[src/rtl/weight_fetch_sched.sv]
// weight_fetch_sched: sequences kernel fetches from a weight ROM, filter-major then channel-minor.
// The WEIGHT_FETCH_SCHED_TIMEOUT_EN macro adds a WAIT watchdog and the timeout_err output.
module weight_fetch_sched #(
    parameter int NUM_FILTERS    = 3,
    parameter int INPUT_CHANNELS = 3,
    parameter int KERNEL_SIZE    = 3,
    parameter int WEIGHT_WIDTH   = 16,
    parameter int TIMEOUT_CYCLES = 64,
    localparam int FW = NUM_FILTERS > 1 ? $clog2(NUM_FILTERS) : 1,
    localparam int CW = INPUT_CHANNELS > 1 ? $clog2(INPUT_CHANNELS) : 1,
    localparam int KW = KERNEL_SIZE * KERNEL_SIZE * WEIGHT_WIDTH
) (
    input  logic          clk,
    input  logic          rst_n,
    input  logic          start,
    input  logic          abort,
    output logic [FW-1:0] rom_filter_idx,
    output logic [CW-1:0] rom_channel_idx,
    output logic          rom_read_enable,
    input  logic [KW-1:0] rom_weight,
    input  logic          rom_weight_valid,
    output logic [KW-1:0] out_weight,
    output logic [FW-1:0] out_filter_idx,
    output logic [CW-1:0] out_channel_idx,
    output logic          out_valid,
    input  logic          out_ready,
    output logic          out_last_channel,
    output logic          out_last,
    output logic          busy,
    output logic          done
`ifdef WEIGHT_FETCH_SCHED_TIMEOUT_EN
    ,output logic         timeout_err
`endif
);

    typedef enum logic [2:0] {IDLE, ISSUE, WAIT, HOLD, DONE} state_e;

    state_e        state_q, state_d;
    logic [FW-1:0] filt_q, filt_d, out_filt_q, out_filt_d;
    logic [CW-1:0] chan_q, chan_d, out_chan_q, out_chan_d;
    logic [KW-1:0] out_weight_q, out_weight_d;
    logic          out_lc_q, out_lc_d, out_l_q, out_l_d;
    logic          chan_last, last_pair, xfer, cap, timeout_hit;

    assign chan_last = chan_q == CW'(INPUT_CHANNELS - 1);
    assign last_pair = chan_last && filt_q == FW'(NUM_FILTERS - 1);
    assign xfer      = state_q == HOLD && out_ready && !abort;
    assign cap       = state_q == WAIT && rom_weight_valid && !abort;

`ifdef WEIGHT_FETCH_SCHED_TIMEOUT_EN
    localparam int TW = $clog2(TIMEOUT_CYCLES + 1);
    logic [TW-1:0] wd_q, wd_d;
    logic          to_q, to_d;
    assign timeout_hit = state_q == WAIT && !rom_weight_valid && wd_q == TW'(TIMEOUT_CYCLES - 1);
    assign wd_d        = state_q == WAIT ? wd_q + 1'b1 : '0;
    assign to_d        = timeout_hit && !abort;
    assign timeout_err = to_q;
    always_ff @(posedge clk or negedge rst_n) begin
        if (!rst_n) begin
            wd_q <= '0;
            to_q <= 1'b0;
        end else begin
            wd_q <= wd_d;
            to_q <= to_d;
        end
    end
`else
    logic unused_timeout;
    assign timeout_hit    = 1'b0;
    assign unused_timeout = TIMEOUT_CYCLES != 0;
`endif

    always_ff @(posedge clk or negedge rst_n) begin
        if (!rst_n) begin
            state_q      <= IDLE;
            filt_q       <= '0;
            chan_q       <= '0;
            out_weight_q <= '0;
            out_filt_q   <= '0;
            out_chan_q   <= '0;
            out_lc_q     <= 1'b0;
            out_l_q      <= 1'b0;
        end else begin
            state_q      <= state_d;
            filt_q       <= filt_d;
            chan_q       <= chan_d;
            out_weight_q <= out_weight_d;
            out_filt_q   <= out_filt_d;
            out_chan_q   <= out_chan_d;
            out_lc_q     <= out_lc_d;
            out_l_q      <= out_l_d;
        end
    end

    // abort outranks every other transition, including start and the handshake
    always_comb begin
        state_d = state_q;
        if (abort) state_d = IDLE;
        else begin
            case (state_q)
                IDLE:    state_d = start ? ISSUE : IDLE;
                ISSUE:   state_d = WAIT;
                WAIT:    state_d = rom_weight_valid ? HOLD : timeout_hit ? IDLE : WAIT;
                HOLD:    state_d = !out_ready ? HOLD : last_pair ? DONE : ISSUE;
                default: state_d = IDLE;
            endcase
        end
    end

    always_comb begin
        filt_d       = filt_q;
        chan_d       = chan_q;
        if (abort || (state_q == IDLE && start)) begin
            filt_d = '0;
            chan_d = '0;
        end else if (xfer) begin
            chan_d = chan_last ? '0 : chan_q + 1'b1;
            filt_d = last_pair ? '0 : chan_last ? filt_q + 1'b1 : filt_q;
        end
        out_weight_d = cap ? rom_weight : out_weight_q;
        out_filt_d   = cap ? filt_q : out_filt_q;
        out_chan_d   = cap ? chan_q : out_chan_q;
        out_lc_d     = cap ? chan_last : out_lc_q;
        out_l_d      = cap ? last_pair : out_l_q;
    end

    always_comb begin
        rom_read_enable  = state_q == ISSUE;
        out_valid        = state_q == HOLD;
        busy             = state_q != IDLE;
        done             = state_q == DONE;
        rom_filter_idx   = filt_q;
        rom_channel_idx  = chan_q;
        out_weight       = out_weight_q;
        out_filter_idx   = out_filt_q;
        out_channel_idx  = out_chan_q;
        out_last_channel = out_lc_q;
        out_last         = out_l_q;
    end

endmodule

[config.mk]
export PLATFORM = sky130hd
export DESIGN_NAME = weight_fetch_sched
export DESIGN_NICKNAME = d
export VERILOG_FILES = /design/src/rtl/weight_fetch_sched.sv
export SDC_FILE = /design/constraint.sdc
export NUM_CORES = 1
export LEC_CHECK = 0
export CAP_MARGIN = 10
export CORE_MARGIN = 4
export CORE_UTILIZATION = 43
export DETAILED_ROUTE_END_ITERATION = 8
export PLACE_DENSITY = 0.87
export SLEW_MARGIN = 10
export SYNTH_ARGS = -nofsm -noshare
export SYNTH_HDL_FRONTEND = slang
export SYNTH_SLANG_ARGS = --single-unit
export TNS_END_PERCENT = 50
[constraint.sdc]
create_clock -name clk -period 4.3 [get_ports clk]
set_input_delay 0.43 -clock clk [delete_from_list [all_inputs] [get_ports clk]]
set_output_delay 0.43 -clock clk [all_outputs]
set_load 0.01 [all_outputs]
== Word level (Yosys, flattened, before mapping) ==
Index checks and enable logic that the tools add are counted.
Word-level totals
  register bits after elaboration: 157
  bits of input ports: 150
  output and inout bits: 158
  logic and storage cells: 42
Cells by class
  add/sub/neg operators: 2
  equality and inequality tests: 6
  mux-type cells: 13
  reduce and logical (&&, ||, !) cells: 13
Operator list (number)
  $mux W2: 7
  $pmux W3 S4: 1
  $mux W3: 3
  $eq A3 B2 Y1 const B: 2
  $logic_and A1 B1 Y1: 6
  $reduce_bool A3 Y1: 2
  $add A2 B1 Y2 const B: 2
  $eq A2 B2 Y1 const B: 2
  $eq A3 B1 Y1 const B: 1
  $eq A3 B3 Y1 const B: 1
  $logic_not A3 Y1: 1
  $mux W1: 2
  $reduce_and A2 Y1: 1
  $reduce_bool A2 Y1: 1
  $logic_not A1 Y1: 1
  $logic_or A1 B1 Y1: 1

== Depth between registers and ports, before layout ==
Gate-level depths: netlist of the first run.
  depth after elaboration: 6
  depth in mapped cells: 7
  gate-level depth less buffers: 3

== Worst setup path after synthesis of the first run ==
No wires, ideal clock.
  kind: reg2reg
  start point: reg state_q[2]
  end point: reg out_weight_q[100], in the netlist out_weight[100]
  setup time: 0.127 ns
  data arrival time: 1.615 ns
  data required time: 4.173 ns
  setup slack: 2.558 ns
  stages on the path, launching flop included: 8
  buffers on the path: 4
  clock period less this slack: 1.742 ns
  cells stage by stage: dfrtp_1 -> buf_6 -> nor2_2 -> and4b_1 -> buf_2 -> buf_4 -> buf_6 -> mux2_1
On the way
  longest elaborated chain between the ends: 3
Ends and longest elaborated chain
  start, declared: RTL line 38  | state_e state_q, state_d;
  start signal, assigned: RTL line 84  | state_q <= state_d;
  $eq A3 B2 Y1: RTL line 48  | assign cap = state_q == WAIT && rom_weight_valid && !abort;
  $logic_and A1 B1 Y1 (2 in series): RTL line 48
  end signal, assigned: RTL line 87  | out_weight_q <= out_weight_d;
  end, declared: RTL line 41  | logic [KW-1:0] out_weight_q, out_weight_d;
Every way passes these cells.
A chain may end at the register's enable or synchronous reset.

== Worst setup path after layout of the first run ==
  start point: in abort
  end point: reg out_weight_q[97], in the netlist out_weight[97]
On the way
  longest elaborated chain between the ends: 2
Ends and longest elaborated chain
  start, declared: RTL line 16  | input logic abort,
  $logic_not A1 Y1: RTL line 48
  $logic_and A1 B1 Y1: RTL line 48
Every way passes these cells.

==> results of run 1 <==
==> power breakdown <==
part | total (mW) | internal [mW] | switching [mW] | leakage [nW]
sequential | 2.34 | 2.05 | 0.294 | 1.93
combinational | 2.21 | 1.40 | 0.809 | 1.92
clock | 1.49 | 0.948 | 0.541 | 0.295
total | 6.04 | 4.39 | 1.64 | 4.15
==> path summary, 6_finish.rpt <==
path                                                    end  depth (start not counted)  slack [ns]
max in group asynchronous       out_weight[102]$_DFFE_PN0P_                          2        3.36
worst min register to register   out_weight[85]$_DFFE_PN0P_                          1        0.48
worst min-delay path             out_weight[80]$_DFFE_PN0P_                          1        0.04
min in group clk                 out_weight[85]$_DFFE_PN0P_                          1        0.48
worst max-delay path             out_weight[97]$_DFFE_PN0P_                          5        1.70
worst max register to register   out_weight[97]$_DFFE_PN0P_                          4        1.76
==> routing by layer <==
| layer | wire length, microns | vias up | GRT usage (%) | share of wire (%) |
|---|---|---|---|---|
| met2 | 8720 | 220 | 37.4 | 52 |
| met3 | 1420 | 46 | 7.83 | 8.6 |
| met5 | 0 | - | 0 | 0 |
| met4 | 631 | 0 | 9.97 | 3.8 |
| li1 | - | 1904 | - | - |
| met1 | 5850 | 2067 | 22.6 | 35 |
==> flip-flops by register name, summed over array words and instances, names as in the netlist <==
register          count
out_channel_idx       2
out_filter_idx        2
out_last              1
out_last_channel      1
out_weight          144
rom_channel_idx       2
rom_filter_idx        2
state_q               3
==> area by class of cell <==
cell class,count,area [sq um],area share (%)
clock buffers,22,474,4.85
flip-flops and latches,157,3930,40.2
inverters,1,3.75,0.0384
well taps,176,220,2.25
multi-input cells,183,1910,19.5
repair buffers,310,3120,31.9
clock inverters,8,115,1.18
==> cell families (layout without fill, tap and decap cells) <==
family	after synthesis	after routing
flops	157	157
mux	150	150
compound gates	11	11
simple gates	22	22
buf+inv	19	341
==> cell usage in the layout, fill, tap and decap left out <==
master,count
clkdlybuf4s50_1,306
dfrtp_1,157
mux2_1,100
mux2_2,50
clkbuf_16,17
clkinv_2,5
a21oi_1,4
nor2_1,3
and3_1,3
nand3_1,3
o21ai_0,3
clkbuf_8,3
bufinv_16,3
o31ai_1,2
clkbuf_1,2
buf_12,2
nand2_1,1
or3_2,1
nor3b_1,1
nor4bb_1,1
nor2_2,1
o211ai_1,1
and2_2,1
nor4_1,1
and4b_4,1
or4b_4,1
or4_1,1
inv_1,1
o21bai_1,1
or4b_1,1
nand4b_1,1
nor2b_1,1
buf_6,1
buf_4,1
==> critical path, delay by kind of cell <==
kind	cells	cell delay [ns]
buffers and inverters	2	1.09
multiplexers	1	0.39
AND/OR/NAND/NOR	2	0.93
==> through the flow <==
stage	util (%)	total power [mW]	setup WS, ns	hold WS, ns	std cells
5_1_grt	72.6	6.36	1.59	0.0859	857
6_report	72.6	6.04	1.70	0.0376	857
2_1_floorplan	-	3.05	2.56	0.134	359
3_5_place_dp	68.3	4.60	1.31	0.474	827
3_3_place_gp	68.3	4.50	1.42	0.467	827
4_1_cts	72.6	6.12	1.75	0.0612	857
==> impl_results.md, run 1 <==
* WL/cell at 19.4 microns
* Placeable Area at 13,500 sq um
* Ys async rst share at 100%
* DR DRC count at 0
* Fin. Hold Viols at 0
* Pin count of the biggest net entering global routing at 82
* I/O pin cnt at 308
* Fin Setup TNS at 0 ns
* Total leakage power at 4.15 nW
* Vias per cell at 4.94
* RSZ-0062 raised after global routing: false
* Most frequent cells after synthesis: 157 x dfrtp_1, 100 x mux2_1, 50 x mux2_2
* DIE AREA at 15,900 sq um
* Hold/Removal Path Class: input port to async pin
* Worst Skew at 0.00372 ns
* PwrDens at 618 nW/um^2
* Worst Setup End Kind: register
* Most common cell in the netlist: dfrtp_1
* Layout Nets at 820
* Synth cell types at 28
* CTS tree: built
* Cell area after layout at 9770 sq um
* CP Data Required Time at 4.58 ns
* Setup repair bufs after CTS at 0
* Synthesis-to-finish area growth at 62.9%
* Reg2Reg Launch Point: state_q[2]$_DFF_PN0_
* Worst-Skew Late Latency at 0.41 ns
* Initial antenna violation count at 0
* CTS buffer count at 17
* Critical path class: input port to register
* Warnings from Yosys at 0
* EDFF count, synth at 0
* Startpoint types: input port
* Post-Syn Area at 6000 sq um
* Placer Congestion at 0.804
* Pre-antenna DRT Iters at 4
* Layout cell share with drive strength beyond 1 at 12.8%
* Max-Cap Viols at 0
* Xor/xnor share of the synthesized area at 0%
* Clock sink total at 157
* First DRT Iteration DRCs at 170
* FP Rows at 42
* Clock slew at reported path FFs at 0.05 ns
* Maximum clock frequency at 385 MHz
* Die Ht at 126 microns
* Setup violators final at 0
* Adder-cell area share of the yosys netlist at 0%
* Post-synthesis compound-gate area fraction at 1.08%
* Synth area leaders: dfrtp_1 65%, mux2_1 19%, mux2_2 9.4%
* HPWL Detailed at 12,700 microns
* Critical-path cell list: clkdlybuf4s50_1, nor2_2, and4b_4, buf_4, mux2_1
* Main combinational cell family by area after synthesis: multiplexers
* GRT Total Usage at 21.2%
* Antenna Nets Post-Route at 0
* Port Buf Inserts at 307
* Post-synthesis simple-gate area fraction at 2.50%
* Max IR drop VDD at 0.355 mV
* Crit Path Max Fanout at 42
* Multiplexer share of the synthesized area at 28.2%
* Worst-Margin Slew at 0.706 ns
* Max_slew headroom at 52.9%
* Synth Flop Type: dfrtp_1
* CTS Hold Buffers Added at 0
* Vias in the first global route at 4,755
* Post-synth top area share at 65.5%
* Instance count of the mapped netlist at 359
* Slowest cell on crit path: and4b_4
* Root Buffer: clkbuf_16
* Crit path largest cell delay at 0.69 ns
* Total grt overflow at 0
* Post-Syn Nets at 509
* Yosys reg bits at 157
* Starting density of the core at 44.6%
* Run status: complete, no violations
* Resize count post-CTS at 0
* Placed cell area at 9180 sq um
* Largest area contributor in the netlist: dfrtp_1
* Critical path origin: abort
* Fill count at 908
* Max clock buf depth at 2
* Syn Area/Cell at 16.7 sq um
* CTS H-tree lvls at 4
* Fin crit period at 2.60 ns
* DRT Wirelength at 16,600 microns
* Inserted Diodes at 0
* Final period util at 60.4%
* Slew Limit Fails at 0
* Via count at 4,237
* Crit path DAT at 2.88 ns
* First-pass GRT wire length at 26,400 microns
* Chip width at 126 microns
* Sequential fraction of the synthesis area at 65.5%
(Power assumes the default switching activity.)
==> run 2: changes to the inputs <==
- CORE_UTILIZATION: 43 -> 40
- PLACE_DENSITY: 0.87 -> 0.82
- clock period: 4.3 -> 2.55 ns (I/O delays scaled with it)
==> run 2 against run 1 <==
Effect of this change: worst hold slack improved by 0.31 ns; non-clock buffer count grew 3; combinational power rose by 68%; cell area grew 0.91%; core utilization fell by 5.0 points; flip-flop and latch count is the same; sequential power rose by 69%; largest cell class unchanged.
==> impl_results.md, run 2 (same netlist as run 1, synthesis figures left out) <==
* Antenna Nets Post-Route at 0 (unchanged)
* Setup repair bufs after CTS at 0 (unchanged)
* Clk network pwr share at 25.5% (was 24.7%)
* Util after Layout at 67.6% (was 72.6%)
* Most frequent cells in the layout: 306 x clkdlybuf4s50_1, 157 x dfrtp_1, 100 x mux2_1, 50 x mux2_2, 17 x clkbuf_16 (unchanged)
* First-pass GRT wire length at 24,700 microns (was 26,400 microns)
* Crit Path Max Fanout at 8 (was 42)
* Sw power at 2.81 mW (was 1.64 mW)
* CTS tree: built (unchanged)
* Root Buffer: clkbuf_16 (unchanged)
* WL/cell at 18.8 microns (was 19.4 microns)
* Non-filler instance count after layout at 870 (was 857)
* Layout Nets at 823 (was 820)
* Sw Share at 27.3% (was 27.2%)
* Final Worst Setup Slack at 0.408 ns (was 1.70 ns)
* Pin count of the biggest net entering global routing at 83 (was 82)
* Max clock buf depth at 2 (unchanged)
* Worst Skew at 0.0138 ns (was 0.00372 ns)
* Worst-Skew Late Latency at 0.42 ns (was 0.41 ns)
* Max-Cap Viols at 0 (unchanged)
* Fin. Hold Viols at 0 (unchanged)
* RSZ-0062 raised after global routing: false (unchanged)
* Fin crit period at 2.14 ns
* Max_slew headroom at 67.7% (was 52.9%)
* Fin Setup TNS at 0 ns (unchanged)
* Inst Count DP at 837 (was 827)
* Max reg flops at 144 (unchanged)
* Crit path largest cell delay at 0.52 ns (was 0.69 ns)
* Clock sink total at 157 (unchanged)
* Initial antenna violation count at 0 (unchanged)
* CP Data Required Time at 2.30 ns (was 4.58 ns)
* Placer Congestion at 0.811 (was 0.804)
* P_int at 7.49 mW (was 4.39 mW)
* First DRT Iteration DRCs at 134 (was 170)
* DIE AREA at 17,000 sq um (was 15,900 sq um)
* Slew Limit Fails at 0 (unchanged)
* Register share of total power at 38.4% (was 38.8%)
* Inserted Diodes at 0 (unchanged)
* Slowest cell on crit path: or3_2 (was and4b_4)
* PwrDens at 1040 nW/um^2 (was 618 nW/um^2)
* Crit path DAT at 1.89 ns (was 2.88 ns)
* Total grt overflow at 0 (unchanged)
* Most common cell after layout, fill and taps aside: clkdlybuf4s50_1 (unchanged)
* Synthesis-to-finish area growth at 64.4% (was 62.9%)
* Critical path class: register to output port (was input port to register)
* Critical-path cell list: or3_2, clkdlybuf4s50_1 (was clkdlybuf4s50_1, nor2_2, and4b_4, buf_4, mux2_1)
* Clock slew at reported path FFs at 0.06 ns (was 0.05 ns)
* Layout cell share with drive strength beyond 1 at 13.4% (was 12.8%)
* HPWL Detailed at 12,400 microns (was 12,700 microns)
* Crit path buf inv count at 1 (was 2)
* Startpoint types: register (was input port)
* Via count at 4,196 (was 4,237)
* Run status: complete, no violations (unchanged)
* I/O pin cnt at 308 (unchanged)
* Total leakage power at 4.17 nW (was 4.15 nW)
* CTS H-tree lvls at 4 (unchanged)
* Chip width at 130 microns (was 126 microns)
* Port Buf Inserts at 307 (unchanged)
* Final period util at 84.0%
* FP Rows at 44 (was 42)
* Worst Setup End Kind: output port (was register)
* CTS buffer count at 17 (unchanged)
* DR DRC count at 0 (unchanged)
* GRT Total Usage at 19.2% (was 21.2%)
* Starting density of the core at 41.1% (was 44.6%)
* Die Ht at 130 microns (was 126 microns)
* Setup violators final at 0 (unchanged)
* Dpl ws at 0.284 ns (was 1.31 ns)
* Vias in the first global route at 4,587 (was 4,755)
* Vias per cell at 4.82 (was 4.94)
* Total Power at 10.3 mW (was 6.04 mW)
* Comb power frac at 36.1% (was 36.5%)
* Worst-Margin Slew at 0.479 ns (was 0.706 ns)
* Cell family with most CP delay: simple AND/OR/NAND/NOR gates (was buffers and inverters)
* Hold/Removal Path Class: input port to async pin (unchanged)
* Placeable Area at 14,600 sq um (was 13,500 sq um)
* Maximum clock frequency at 467 MHz
* Pre-antenna DRT Iters at 5 (was 4)
* Max IR drop VDD at 0.564 mV (was 0.355 mV)
* DRT Wirelength at 16,400 microns (was 16,600 microns)
==> run 2: cell types whose count changed in the layout (fill, tap and decap cells not counted) <==
cell           delta
dlygate4sd3_1     +1
clkbuf_8          +2
clkinv_4          +2
clkinv_2          -3
buf_4             +1
buf_12            +1
clkbuf_1          -1
clkinvlp_4        +2
==> run 2: final timing paths <==
check | start | to | slack [ns] | cells after the start
setup reg to reg | state_q[2]$_DFF_PN0_ | out_weight[82]$_DFFE_PN0P_ | 0.56 | 4
min in group clk | rom_weight[22] | out_weight[22]$_DFFE_PN0P_ | 0.43 | 2
hold / removal | rst_n | out_weight[18]$_DFFE_PN0P_ | 0.34 | 2
hold reg to reg | out_weight[28]$_DFFE_PN0P_ | out_weight[28]$_DFFE_PN0P_ | 0.48 | 1
setup / recovery | state_q[1]$_DFF_PN0_ | busy | 0.41 | 2
max in group asynchronous | rst_n | out_weight[47]$_DFFE_PN0P_ | 1.48 | 3
==> run 2: cell type report <==
class | instances | area (sq um)
clock buffer | 23 | 498
clock inverter | 9 | 133
fill | 1006 | 4730
inverter | 1 | 3.75
multi-input combinational | 183 | 1910
sequential | 157 | 3930
tap | 184 | 230
timing repair buffer | 313 | 3160
==> run 2: power by group through the flow <==
stage	clock (mW)	sequential, mW	combinational [mW]
after floorplan	0	4.40	0.746
after global placement	0	3.92	3.67
after detailed placement	0	4.00	3.77
after CTS	2.69	3.97	3.79
after global routing	2.80	4.09	3.98
final	2.63	3.95	3.72
==> run 2: timing repair <==
action,CTS,global route
resized for setup,0,0
hold endpoints to repair,46,0
hold buffers,1,0
setup endpoints to repair,0,0
==> run 2: layer usage <==
| metal | share of wire (%) | track usage, % | vias up |
|---|---|---|---|
| li1 | - | - | 1911 |
| met1 | 36 | 21.4 | 2044 |
| met2 | 51 | 32.6 | 204 |
| met3 | 9.8 | 7.56 | 37 |
| met4 | 3.2 | 8.65 | 0 |
| met5 | 0 | 0 | - |
==> run 2: metrics by stage <==
stage	hold WS (ns)	instance area [sq um]
detailed placement	0.229	9220
CTS	0.348	9860
floorplan	-0.0406	6000
global route	0.384	9860
global placement	0.220	9220
finish	0.343	9860
==> RTL edit 1: new RTL, config.mk and constraints of run 2 <==
Add a define of `WEIGHT_FETCH_SCHED_TIMEOUT_EN`.
--- a/src/rtl/weight_fetch_sched.sv
+++ b/src/rtl/weight_fetch_sched.sv
@@ -1,5 +1,7 @@
 // weight_fetch_sched: sequences kernel fetches from a weight ROM, filter-major then channel-minor.
 // The WEIGHT_FETCH_SCHED_TIMEOUT_EN macro adds a WAIT watchdog and the timeout_err output.
+`define WEIGHT_FETCH_SCHED_TIMEOUT_EN
+
 module weight_fetch_sched #(
     parameter int NUM_FILTERS    = 3,
     parameter int INPUT_CHANNELS = 3,
Formal check against the unedited RTL (old outputs only; new: timeout_err): same outputs for any inputs over 10 cycles, from zero or initial values and one cycle with rst_n low; that may be too few to reach the edited logic, so the function may still have changed.
==> RTL edit 1 against run 2 <==
- sequential cell count grew 8
- final area grew 3.8%
- area after synthesis up 5.6%
- highest routed layer unchanged
- critical endpoint is now out_weight[82]
- global-route usage fell by 0.33 points
- largest power group unchanged
- power increased by 2.7%
- wire length is 3.7% higher
- die area grew 5.2%
- critical path type is now reg -> reg
- worst setup slack lost 0.19 ns
==> RTL edit 1: results (changes against run 2) <==
Logic synthesis
  – Synth area leaders: dfrtp_1 65%, mux2_1 18%, mux2_2 8.9%
  – Mean Syn Cell Area: 16.24 sq um (-2.8%)
  – Sequential-to-total area share from yosys stat: 0.6520 (-0.002940)
  – Post-synth top cells: 165 x dfrtp_1, 99 x mux2_1, 50 x mux2_2, 10 x buf_6, 7 x buf_2
  – Synth unique cells: 33 (+18%)

Routing
  – DRT iter0 DRCs: 167 (+25%)
  – Vias per inst: 4.824 (about the same)
  – WL met1: 6383 um (+8.1%)
  – Avg WL per Cell: 18.22 um (-3.1%)

Layout
  – Final-stage net count: 858 (+4.3%)
  – Layout cells sized above 1: 0.1292 (-0.004944)

Outcome
  – Status: finished, final reports clean

Timing
  – Worst Tran Pin Value: 0.5295 ns (+0.05080 ns)

Place
  – Post-detail-place hpwl: 13080 um (+5.6%)
  – IO buf count: 308 (+0.33%)
  – Inst Count DP: 898 (+7.3%)
  – GP Congestion: 0.7191 (-11%)

Global route
  – Met3 Use GR: 0.07089 (-0.004717)
  – Largest net degree at the start of global routing: 78 (-6.0%)
  – First-pass GRT wire length: 26610 um (+7.8%)
  – GRT met2 Usage: 0.3355 (+0.009897)

Worst setup path
  – Critical path fanouts, max: 77 (+69)
  – Crit path from: state_q[0]
  – Flop2flop setup slack: 0.22 ns (-0.34 ns)

Pwr
  – Reg power frac: 0.393 (+0.009)
  – Clk pwr: 0.00249 W (-5%)
  – Net switching power: 0.002986 W (+6.1%)
==> RTL edit 1: cell count changes after synthesis, moves of 2 or more <==
cell / run 2 / this run
nand2_1: 1 / 5
o21ai_0: 3 / 5
nor3b_1: 1 / 4
and3_1: 3 / 0
a21oi_1: 4 / 6
o31ai_1: 2 / 0
nor2_1: 3 / 6
or3_1: 0 / 4
nor3_1: 0 / 2
xor2_1: 0 / 2
dfrtp_1: 157 / 165
or4b_2: 0 / 2
==> RTL edit 1: logic make-up after synthesis <==
group	after synthesis	share of synthesized area
flip-flops	165	0.6520
XOR/XNOR	3	0.004150
adder cells (fa/ha/maj)	1	0.001976
AO/OA/AOI/OAI	15	0.01363
buffers and inverters	21	0.02628
multiplexers	150	0.2665
AND/OR/NAND/NOR	35	0.03537
==> RTL edit 1: worst min-delay path by stage <==
stage / start / to / slack (ns) / cells past startpoint
2_1_floorplan: rst_n / out_channel_idx[0] / -0.04 / 0
3_3_place_gp: rst_n / out_weight[110] / 0.21 / 1
3_5_place_dp: rst_n / out_last / 0.22 / 1
4_1_cts: rst_n / out_weight[135] / 0.34 / 2
5_1_grt: rst_n / out_weight[137] / 0.37 / 2
6_report: rst_n / out_weight[135] / 0.34 / 2
==> RTL edit 1: final cells by class <==
type / instances / area [sq um]
Inverter: 2 / 7.507
Fill cell: 1106 / 5137
Multi-Input combinational cell: 204 / 2037
Clock buffer: 18 / 429.2
Sequential cell: 165 / 4129
Tap cell: 211 / 264.0
Timing Repair Buffer: 317 / 3217
Clock inverter: 14 / 150.1
==> RTL edit 1: worst max-delay path, cell delays in order (launching register included) <==
cell and delay (ns):
dfrtp_1 0.50, or3b_1 0.57, nor3b_4 0.30, buf_12 0.38, mux2_1 0.38
==> RTL edit 2: new RTL, config.mk and constraints of run 2 <==
Without the edit above. The 5 states of `state_e` get a one-hot encoding in 5 bits.
--- a/src/rtl/weight_fetch_sched.sv
+++ b/src/rtl/weight_fetch_sched.sv
@@ -33,7 +33,7 @@
 `endif
 );
 
-    typedef enum logic [2:0] {IDLE, ISSUE, WAIT, HOLD, DONE} state_e;
+    typedef enum logic [4:0] {IDLE = 5'b00001, ISSUE = 5'b00010, WAIT = 5'b00100, HOLD = 5'b01000, DONE = 5'b10000} state_e;
 
     state_e        state_q, state_d;
     logic [FW-1:0] filt_q, filt_d, out_filt_q, out_filt_d;
Check against the original RTL: no difference found for any inputs over 10 cycles, from zero or initial values and one cycle with rst_n low; not proved beyond that.
==> RTL edit 2 against run 2 <==
- synthesized cell count rose by 6.4%
- utilization shrank 1.4 points
- critical path type unchanged
- critical endpoint is now out_valid
- area after synthesis up 3.0%
- final area is 1.6% higher
- largest cell class unchanged
- sequential cell count rose by 2
- worst hold slack improved by 0.032 ns
- wire length is 2.7% higher
- worst setup slack got worse by 0.23 ns
Power is not compared: it rests on default switching activity, and its combinational part moved more than twofold at a synthesized area within 25%.
==> RTL edit 2: results (changes against run 2) <==
Outcome
  – Status: finished, final reports clean

Layout
  – Filler cell count: 1081 (+7.5%)
  – Final-stage net count: 844 (+2.6%)
  – Layout cells sized above 1: 0.1246 (-0.009465)
  – Number of flip-flops in the largest register: 144 (unchanged)
  – Post-Layout Cell Count: 894 (+2.8%)

Worst setup path
  – Critical path fanouts, max: 9 (+1)
  – Crit path from: state_q[1]
  – Arr. time, crit path: 2.12 ns (+0.23 ns)
  – CP max stage cell: clkdlybuf4s50_1
  – Critical path's largest stage delay: 0.56 ns (+0.04 ns)

Global route
  – Number of global-route vias before repair: 5055 (+10%)
  – First-pass GRT wire length: 27290 um (+11%)
  – Initial antenna violation count: 1 (+1)
  – Total track usage: 0.1978 (+0.005709)

Place
  – GP Congestion: 0.7719 (-4.8%)
  – Post-detail-place hpwl: 12790 um (+3.2%)
  – Placement Cell Area: 9402 sq um (+2.0%)
  – Inst Count DP: 862 (+3.0%)
  – DP Worst Slack: 0.2114 ns (-0.07302 ns)

Routing
  – Drt first pass iters: 4 (-1)
  – Drt total wl: 16790 um (+2.7%)
  – DRT iter0 DRCs: 145 (+8.2%)
  – Via count: 4425 (+5.5%)

Logic synthesis
  – Synth area leaders: dfrtp_1 64%, mux2_1 18%, mux2_2 9.1%
  – Synth unique cells: 36 (+29%)
  – Sequential-to-total area share from yosys stat: 0.6439 (-0.01106)
  – Mean Syn Cell Area: 16.18 sq um (-3.2%)
  – Syn nets: 532 (+4.5%)
  – Synth Warn #: 0 (unchanged)
  – Async set-reset flop share out of synthesis: 1.000 (unchanged)
  – Post-synth top cells: 158 x dfrtp_1, 99 x mux2_1, 50 x mux2_2, 10 x buf_6

Timing
  – Sum Neg Setup Slack: 0 ns (unchanged)
  – Max-slew headroom: 0.5902 (-0.08635)
  – Skew final: 0.009186 ns (-0.004595 ns)

Pwr
  – Comb group: 0.000592 W
  – Net switching power: 0.001221 W
  – Post-route total power: 0.005837 W
  – Static leakage: 4.691 nW
  – IR drop worst, VDD: 410.6 uV

Clock network
  – H-tree depth: 4 (unchanged)
  – Clock Pin Slew Worst Setup and Hold Paths: 0.06 ns (about the same)
  – Clk buf depth: 2 (unchanged)
  – CTS root buffer: clkbuf_16

Job
  – Max-cap violations: 0 (unchanged)

Worst hold path
  – Worst hold path type: in -> async
==> RTL edit 2: cell types whose count changed after synthesis, sizes merged, moves of 3 or more <==
cell,delta
or3,+3
and3b,+3
clkbuf,+3
nor2b,+3
==> RTL edit 2: per-layer routing <==
metal	routed length, um	part of all wire	global-route usage	vias to the layer above
met3	1545	0.092	0.08473	35
met1	6112	0.36	0.2116	2183
met5	13	0.00077	0	-
met4	548	0.033	0.08141	2
li1	-	-	-	1999
met2	8572	0.51	0.3441	206
==> RTL edit 2: layout make-up <==
cell class	count	area, sq um	share of cell area
clock buffer	20	436.7	0.04358
clock inverter	11	166.4	0.01661
inverter	2	7.507	0.0007493
multi-input combinational	202	2042	0.2038
sequential	159	3980	0.3972
tap	188	235.2	0.02348
timing repair buffer	312	3152	0.3146
==> RTL edit 2: path summary, 6_finish.rpt <==
path / to / slack, ns / depth (start not counted)
max: out_valid / 0.18 / 3
min: out_channel_idx[0] / 0.38 / 2
max reg2reg: out_weight[59] / 0.19 / 4
min reg2reg: out_weight[95] / 0.48 / 1
max in group asynchronous: out_weight[21] / 1.37 / 3
min in group clk: out_weight[96] / 0.43 / 2
==> RTL edit 2: critical path: cells and delay by family, from the launching register on <==
family | cells | cell delay (ns)
buffers and inverters | 1 | 0.56
flip-flops | 1 | 0.45
AND/OR/NAND/NOR | 2 | 0.70
==> RTL edit 2: repair_timing <==
action,4_1_cts,5_1_grt
endpoints found under the hold margin,59,0
buffers inserted,0,0
gates resized for setup,0,1
setup endpoints to repair,0,2
hold buffers,1,0
==> RTL edit 2: kinds of logic after synthesis <==
group | Yosys count | synth area share
AOI/OAI and AO/OA | 13 | 0.01417
xor gates and xnor gates | 1 | 0.001417
buffers and inverters | 21 | 0.02652
DFF | 159 | 0.6439
muxes | 151 | 0.2747
and+or+nand+nor | 37 | 0.03927
